<file path="src/rtl/mips_pkg.sv">
// Shared definitions for the 5-stage MIPS core: fetch FSM state encoding
// and the bubble instruction placed into the IF/ID register.
package mips_pkg;

   // Fetch-stage FSM states.
   typedef enum logic [1:0] {
      FETCH = 2'd0,
      WAIT  = 2'd1,
      HELD  = 2'd2
   } fetch_state_e;

   // sll $0,$0,0 encodes as all zeros and is used as the pipeline bubble.
   localparam logic [31:0] NOP_INSTR = 32'h0000_0000;

endpackage

</file>
<file path="src/rtl/if_fetch_stage_add4.sv">
// PC incrementer for the fetch stage. Wraps modulo 2^32; no alignment check.
module add4 (
   input  logic [31:0] a,
   output logic [31:0] y
);

   // Plain 32-bit add of the instruction size; carry out is discarded.
   always_comb begin
      y = a + 32'd4;
   end

endmodule

</file>
<file path="src/rtl/if_fetch_stage.sv">
// Instruction-fetch stage plus IF/ID pipeline register. Issues requests to a
// variable-latency instruction memory, buffers a response that arrives while
// the stage is stalled, and drops responses made stale by a branch redirect.
module if_fetch_stage
   import mips_pkg::*;
#(
   parameter logic [31:0] RESET_PC  = 32'h0000_0000,
   parameter logic [31:0] NOP_INSTR = mips_pkg::NOP_INSTR
) (
   input  logic        clk,
   input  logic        reset,
   input  logic        StallF,
   input  logic        StallD,
   input  logic        PCSrcD,
   input  logic [31:0] PCBranchD,
   output logic        imem_req,
   output logic [31:0] imem_addr,
   input  logic        imem_valid,
   input  logic [31:0] imem_rdata,
   output logic [31:0] PCF,
   output logic [31:0] InstrD,
   output logic [31:0] PCPlus4D,
   output logic        ValidD
);

   fetch_state_e state_q, state_d;
   logic [31:0]  pc_q;
   logic [31:0]  buf_q, buf_d;
   logic         drop_q, drop_d;
   logic         req_q;
   logic [31:0]  instrD_q;
   logic [31:0]  pcPlus4D_q;
   logic         validD_q;

   logic [31:0]  pcPlus4F;
   logic         redirect;
   logic         deliver;
   logic [31:0]  deliverInstr;

   add4 u_add4 (
      .a (pc_q),
      .y (pcPlus4F)
   );

   // A decode-stage branch only counts when decode is not itself stalled,
   // because a stalled decode stage may still be showing a stale branch.
   always_comb begin
      redirect = PCSrcD & ~StallD;
   end

   // Next-state logic for the fetch FSM. Decides whether an instruction is
   // handed to IF/ID this cycle (from memory or from the stall buffer),
   // whether a response must be buffered, and whether an outstanding
   // response has become stale and must be dropped when it finally arrives.
   always_comb begin
      state_d      = state_q;
      buf_d        = buf_q;
      drop_d       = drop_q;
      deliver      = 1'b0;
      deliverInstr = imem_rdata;
      case (state_q)
         FETCH, WAIT: begin
            if (imem_valid) begin
               deliver = ~drop_q & ~StallF;
               if (drop_q) begin
                  drop_d  = 1'b0;
                  state_d = FETCH;
               end else if (redirect) begin
                  state_d = FETCH;
               end else if (StallF) begin
                  buf_d   = imem_rdata;
                  state_d = HELD;
               end else begin
                  state_d = FETCH;
               end
            end else begin
               state_d = WAIT;
               if (redirect) begin
                  drop_d = 1'b1;
               end
            end
         end
         HELD: begin
            deliver      = ~StallF;
            deliverInstr = buf_q;
            if (redirect || !StallF) begin
               state_d = FETCH;
            end
         end
         default: begin
            state_d = FETCH;
         end
      endcase
   end

   // All fetch-stage state: PC, FSM, stall buffer, drop flag, the registered
   // request strobe, and the IF/ID register. Redirect outranks everything so
   // a taken branch loads its target even while fetch is stalled, and the
   // IF/ID register holds its contents completely while decode is stalled.
   always_ff @(posedge clk or posedge reset) begin
      if (reset) begin
         pc_q       <= RESET_PC;
         state_q    <= FETCH;
         buf_q      <= 32'h0000_0000;
         drop_q     <= 1'b0;
         req_q      <= 1'b1;
         instrD_q   <= NOP_INSTR;
         pcPlus4D_q <= 32'h0000_0000;
         validD_q   <= 1'b0;
      end else begin
         state_q <= state_d;
         buf_q   <= buf_d;
         drop_q  <= drop_d;
         req_q   <= (state_d != HELD);

         if (redirect) begin
            pc_q <= PCBranchD;
         end else if (deliver) begin
            pc_q <= pcPlus4F;
         end

         if (!StallD) begin
            if (!redirect && deliver) begin
               instrD_q   <= deliverInstr;
               pcPlus4D_q <= pcPlus4F;
               validD_q   <= 1'b1;
            end else begin
               instrD_q <= NOP_INSTR;
               validD_q <= 1'b0;
            end
         end
      end
   end

   // Drive the outputs straight from registers.
   always_comb begin
      imem_req  = req_q;
      imem_addr = pc_q;
      PCF       = pc_q;
      InstrD    = instrD_q;
      PCPlus4D  = pcPlus4D_q;
      ValidD    = validD_q;
   end

endmodule

</file>
<file path="config.mk">
export PLATFORM = sky130hd
export DESIGN_NAME = if_fetch_stage
export DESIGN_NICKNAME = d
export VERILOG_FILES = /design/src/rtl/mips_pkg.sv /design/src/rtl/if_fetch_stage_add4.sv /design/src/rtl/if_fetch_stage.sv
export SDC_FILE = /design/constraint.sdc
export NUM_CORES = 1
export LEC_CHECK = 0
export CORE_AREA = 3 3 127 129
export DETAILED_ROUTE_END_ITERATION = 8
export DIE_AREA = 0 0 130 132
export HOLD_SLACK_MARGIN = 0.1
export MAX_ROUTING_LAYER = met4
export PLACE_DENSITY_LB_ADDON = 0.2
export SETUP_SLACK_MARGIN = 0.02
export SYNTH_ARGS = -nofsm -noshare
export SYNTH_HDL_FRONTEND = slang
export SYNTH_SLANG_ARGS = --single-unit
</file>
<file path="constraint.sdc">
create_clock -name clk -period 5.7 [get_ports clk]
set_clock_uncertainty 0.15 [all_clocks]
set_input_delay 1.14 -clock clk [delete_from_list [all_inputs] [get_ports clk]]
set_output_delay 1.14 -clock clk [all_outputs]
set_load 0.05 [all_outputs]
</file>
==> results of run 1 <==
[synth_stat cells (2+ instances only)]
cell type,number
clkbuf_1,23
and2_1,2
dfrtp_1,132
mux2_2,32
nand4_2,2
and4_1,4
o21ai_1,36
xor2_1,36
nand2_1,125
a31oi_1,2
nor4_1,3
a21oi_1,3
mux2i_1,32
xnor2_1,20
or3b_1,2
inv_1,4
buf_4,34
o21ai_0,54
buf_2,10
nand3_1,17
nor3_1,8
and3_1,6
buf_6,8
nand4b_1,2
nand2b_1,2
nand4_1,15
nor2_1,9
nor4_4,3
[sequential cells by signal, summed over array words and instances (netlist names)]
name      count
InstrD       32
PCF          32
PCPlus4D     32
ValidD        1
buf_q        32
drop_q        1
imem_req      1
state_q       2
[layer usage]
metal | up-vias | share of wire
li1 | 2410 | -
met1 | 2419 | 0.44
met2 | 165 | 0.49
met3 | 13 | 0.059
met4 | 0 | 0.0095
met5 | - | 0
[logic make-up after synthesis]
family,share of synthesized area
flops,0.513
fa+ha+maj,0.00193
compound gates,0.0748
xor+xnor,0.0756
buf+inv,0.0774
mux,0.105
simple gates,0.152
[path summary, 6_finish.rpt]
path                            cells past startpoint   startpoint  slack, ns      endpoint
min in group asynchronous                           2        reset       1.12     InstrD[4]
worst max-delay path                                6   imem_valid       2.27       PCF[23]
worst min register to register                      2  PCPlus4D[3]       0.33   PCPlus4D[3]
max in group asynchronous                           3        reset       3.18  PCPlus4D[27]
worst max register to register                      5       PCF[2]       2.93       PCF[23]
worst min-delay path                                2  PCPlus4D[3]       0.33   PCPlus4D[3]
[per-stage QoR]
step / cell area (sq um) / hold WS, ns
floorplan: 6490 / 0.286
global placement: 8280 / 0.311
detailed placement: 8280 / 0.323
CTS: 8860 / 0.337
global route: 8860 / 0.356
finish: 8860 / 0.335
[critical path, cell delays in order]
cell,delay (ns)
clkdlybuf4s50_1,0.52
or3b_1,0.43
a21oi_2,0.90
nand4b_1,0.24
xor2_1,0.21
o21ai_0,0.16
[cells in the final DEF, fill, tap and decap left out, drive strengths merged]
| cell type | instances |
|---|---|
| nand2b | 2 |
| nand3 | 17 |
| and3 | 6 |
| nor4 | 6 |
| a21oi | 3 |
| clkdlybuf4s50 | 199 |
| nand2 | 125 |
| a31oi | 2 |
| nor2b | 1 |
| mux2i | 32 |
| nand4 | 17 |
| or3 | 2 |
| dfrtp | 132 |
| a21o | 1 |
| and2 | 2 |
| dfstp | 1 |
| clkinvlp | 2 |
| mux2 | 32 |
| xor2 | 36 |
| clkinv | 4 |
| xnor2 | 20 |
| or3b | 2 |
| buf | 5 |
| inv | 4 |
| o21ai | 90 |
| and4 | 4 |
| nor2 | 9 |
| bufinv | 2 |
| clkbuf | 24 |
| ha | 1 |
| nor3 | 8 |
| nand4b | 2 |
[report_power, final]
part           total (mW)  internal (mW)  switching (mW)
combinational        1.17          0.421           0.750
sequential           1.27           1.12           0.152
clock                1.07          0.677           0.390
[cell type report]
type | instances | area share
clock buffer | 24 | 0.0543
clock inverter | 8 | 0.0112
inverter | 4 | 0.00226
multi-input combinational | 420 | 0.301
sequential | 133 | 0.376
tap | 188 | 0.0265
timing repair buffer | 204 | 0.229
==> results_dict.tcl, run 1 <==
set metrics [dict create \
    dieHeight_microns 132 \
    synth-edff-count 0 \
    busiest_layer "met2" \
    grt_use_met2 0.304 \
    syn_nets 704 \
    min-delay-path-class "reg -> reg" \
    initial_utilization 0.428 \
    ys_ff_latch 133 \
    routabilityCongestion 0.821 \
    dp_hpwl_mm 10.9 \
    hold_viol 0 \
    startpoint_type "primary input" \
    ant_nets 0 \
    synth.distinct_cells 35 \
    fmax_mhz 291 \
    clk_pin_slew_worst_paths_ns 0.05 \
    vdd.ir_drop.worst_mv 0.187 \
    fin_util 0.585 \
    maxSlewViolCount 0 \
    syn_area_sq_um 6490 \
    grt_use_met1 0.252 \
    drive_above_1_share 0.0958 \
    core_sq_um 15100 \
    fin_cells 981 \
    layout.nets 851 \
    rows 45 \
    grt_start_max_net_pins 95 \
    finalWirelength_mm 16.0 \
    ys_warn_count 0 \
    dr.pass1.iters 5 \
    cts_max_level 4 \
    finalWorstSetupSlack_ns 2.27 \
    fin_crit_sh 0.602 \
    die_area_sq_um 17200 \
    ys.flop_type "dfrtp_1" \
    seq_area_sq_um 3330 \
    setup_viol 0 \
    maxSlewHeadroom 0.214 \
    finalSetupTns_ns 0 \
    pin_count 200 \
    clk_latency_ns 0.41 \
    use_met3 0.0405 \
    grt_pass1_vias 4969 \
    dp.cells 949 \
    root_buffer "clkbuf_16" \
    crit_path_max_fanout 22 \
    cts_hold_buffers 0 \
    end_kind "register" \
    worstPathRequired_ns 5.87 \
    antenna_found_initial 0 \
    numCtsBuffers 17 \
    layout_min_cycle_time_ns 3.43 \
    ys_top_cells_by_area "dfrtp_1 (51%), nand2_1 (7.2%), mux2_2 (5.6%)" \
    syn_inst 633 \
    seq_area_frac_synth 0.513 \
    drv_cap 0 \
    routedWlPerCell_microns 16.3 \
    cts_resized 0 \
    multi_input_area_sq_um 2670 \
    leakagePower_nw 3.82 \
    grt_pass1_wl_mm 25.6 \
    cts_sinks 133 \
    cts_tree "yes" \
    synthArstFlopShare 1.00 \
    tightestPinTransition_ns 1.18 \
    critPathKind "in -> reg" \
    die_w_microns 130 \
    power_density_nw_per_um2 396 \
    synth_top_area_cell "dfrtp_1" \
    antenna-diode-count 0 \
    drc 0 \
    overflow 0 \
    cts_buffer_depth 2 \
    route.vias.total 5007 \
    io_buffers 199 \
    worstPathArrival_ns 3.60 \
    totalPowerFinal_mw 3.51 \
    vias_per_cell 5.10 \
    place_ws_ns 1.85 \
    post_cts_buffers 0 \
    fillers 1235 \
    rsz0062_at_grt "no" \
    area_delta_synth_final_pct 36.7 \
    status "finished, final reports clean" \
    drtIter0Drc 223 \
    syn_area_per_cell_sq_um 10.2 \
    yosysTopAreaCellShare 0.509 \
    grt.total_usage 0.194 \
]
Note: power is estimated with default switching activity, not from simulation.
==> inputs of run 2 (changes only) <==
Clock period 5.7 ns to 3.2 ns, I/O delays scaled along.
==> run 2 against run 1 <==
Against the previous run:
- design area up 2.1%
- sequential power up 78%
- setup slack worse by 1.7 ns
- hold slack worse by 0.0067 ns
- flip-flop and latch count unchanged
- wire length up 1.5%
- non-clock buffer count up 9
==> results_dict.tcl, run 2 (synthesized netlist as in run 1, its figures left out) <==
set metrics [dict create \
    status "finished, final reports clean" \
    cts_resized 0 \
    switching_power_mw 2.33 \
    cts_buffer_depth 2 \
    maxSlewHeadroom 0.521 \
    rows 45 \
    routabilityCongestion 0.849 \
    clk_pin_slew_worst_paths_ns 0.06 \
    path_cells "clkdlybuf4s50_1" \
    rsz0062_at_grt "no" \
    fmax_mhz 380 \
    setup_viol 0 \
    dr.pass1.iters 4 \
    worstPathArrival_ns 1.84 \
    worstPathRequired_ns 2.41 \
    area_delta_synth_final_pct 39.5 \
    tightestPinTransition_ns 0.718 \
    antenna_found_initial 1 \
    seq_area_sq_um 3330 \
    setup.worst_path.start "PCF[21]" \
    grt_start_max_net_pins 60 \
    grt_pass1_vias 5087 \
    clk_latency_ns 0.41 \
    cts_hold_buffers 0 \
    drc 0 \
    io_buffers 199 \
    die_w_microns 130 \
    critPathTopFamily "buffers and inverters" \
    worstHoldStart "PCPlus4D[3]" \
    finalSetupTns_ns 0 \
    finalWirelength_mm 16.2 \
    p_int_mw 4.18 \
    ant_nets 0 \
    seqPwrFrac 0.347 \
    reg2reg_depth 6 \
    max_stage_delay_ns 0.87 \
    vias_per_cell 5.05 \
    leakagePower_nw 3.90 \
    numCtsBuffers 17 \
    swShare 0.358 \
    route.vias.total 5009 \
    dp_hpwl_mm 11.5 \
    path_depth 1 \
    end_kind "output port" \
    root_buffer "clkbuf_16" \
    initial_utilization 0.428 \
    layout_common_cells "clkdlybuf4s50_1 (199), dfrtp_1 (132), nand2_1 (125), o21ai_0 (54)" \
    cts_sinks 133 \
    power_density_nw_per_um2 719 \
    p_comb_frac 0.324 \
    layout_min_cycle_time_ns 2.63 \
    r2r_slack_ns 0.66 \
    maxSlewViolCount 0 \
    fin_crit_sh 0.822 \
    die_area_sq_um 17200 \
    hold_viol 0 \
    pin_count 200 \
    dieHeight_microns 132 \
    layout.nets 860 \
    fillers 1265 \
    grt_pass1_wl_mm 26.5 \
    critPathSlowestCell "clkdlybuf4s50_1" \
    drv_cap 0 \
    vdd.ir_drop.worst_mv 0.453 \
    drive_above_1_share 0.111 \
    reg2reg_from "PCF[2]" \
    min-delay-path-class "reg -> reg" \
    hold_depth 2 \
    final_common_cell "clkdlybuf4s50_1" \
    core_sq_um 15100 \
    grt.total_usage 0.199 \
    cts_max_level 4 \
    drtIter0Drc 240 \
    multi_input_area_sq_um 2670 \
    startpoint_type "register" \
    critPathKind "reg -> out" \
    routedWlPerCell_microns 16.4 \
    clkPwrFrac 0.329 \
    crit_buf_inv 1 \
    cts_tree "yes" \
    crit_path_max_fanout 11 \
    post_cts_buffers 0 \
    worst_hold_slack_ns 0.328 \
    overflow 0 \
    totalPowerFinal_mw 6.51 \
]
[run 2: metrics by stage]
step / setup WS (ns) / instance area [sq um] / std cells / utilization
3_5_place_dp: 0.246 / 8390 / 958 / 0.554
2_1_floorplan: 0.760 / 6490 / 633 / -
5_1_grt: 0.412 / 9050 / 991 / 0.597
6_report: 0.570 / 9050 / 991 / 0.597
4_1_cts: 0.555 / 9040 / 990 / 0.597
3_3_place_gp: 0.289 / 8390 / 958 / 0.554
[run 2: worst reg2reg max path: cells and delay by family, from the launching register on]
family	cells	cell delay (ns)
adders and majority gates	1	0.26
DFF	1	0.48
AOI/OAI and AO/OA	1	0.07
xor gates and xnor gates	1	0.17
and+or+nand+nor	3	1.28
[run 2: path summary, 6_finish.rpt]
path	end
min in group asynchronous	PCF[10]
setup / recovery	PCF[21]
max in group asynchronous	PCPlus4D[1]
setup reg to reg	PCF[28]
hold reg to reg	PCPlus4D[3]
hold / removal	PCPlus4D[3]
[run 2: power groups by stage]
stage	clock (mW)	combinational (mW)	sequential [mW]
3_5_place_dp	0	2.12	2.29
5_1_grt	2.26	2.22	2.31
4_1_cts	2.19	2.13	2.26
3_3_place_gp	0	2.09	2.28
2_1_floorplan	0	0.809	2.91
6_report	2.14	2.11	2.26
[run 2: metal layers]
layer  vias up  wire length, microns  GRT usage
li1       2431                     -          -
met5         -                     0          -
met1      2414                  7150      0.249
met3        17                   858     0.0454
met2       147                  7990      0.320
met4         0                   232     0.0652
[run 2: layout make-up]
class                           count  area share
Tap cell                          188      0.0260
Timing Repair Buffer              213       0.236
Clock buffer                       19      0.0501
Antenna cell                        1    0.000277
Clock inverter                     13      0.0225
Sequential cell                   133       0.368
Multi-Input combinational cell    420       0.295
Inverter                            4     0.00207
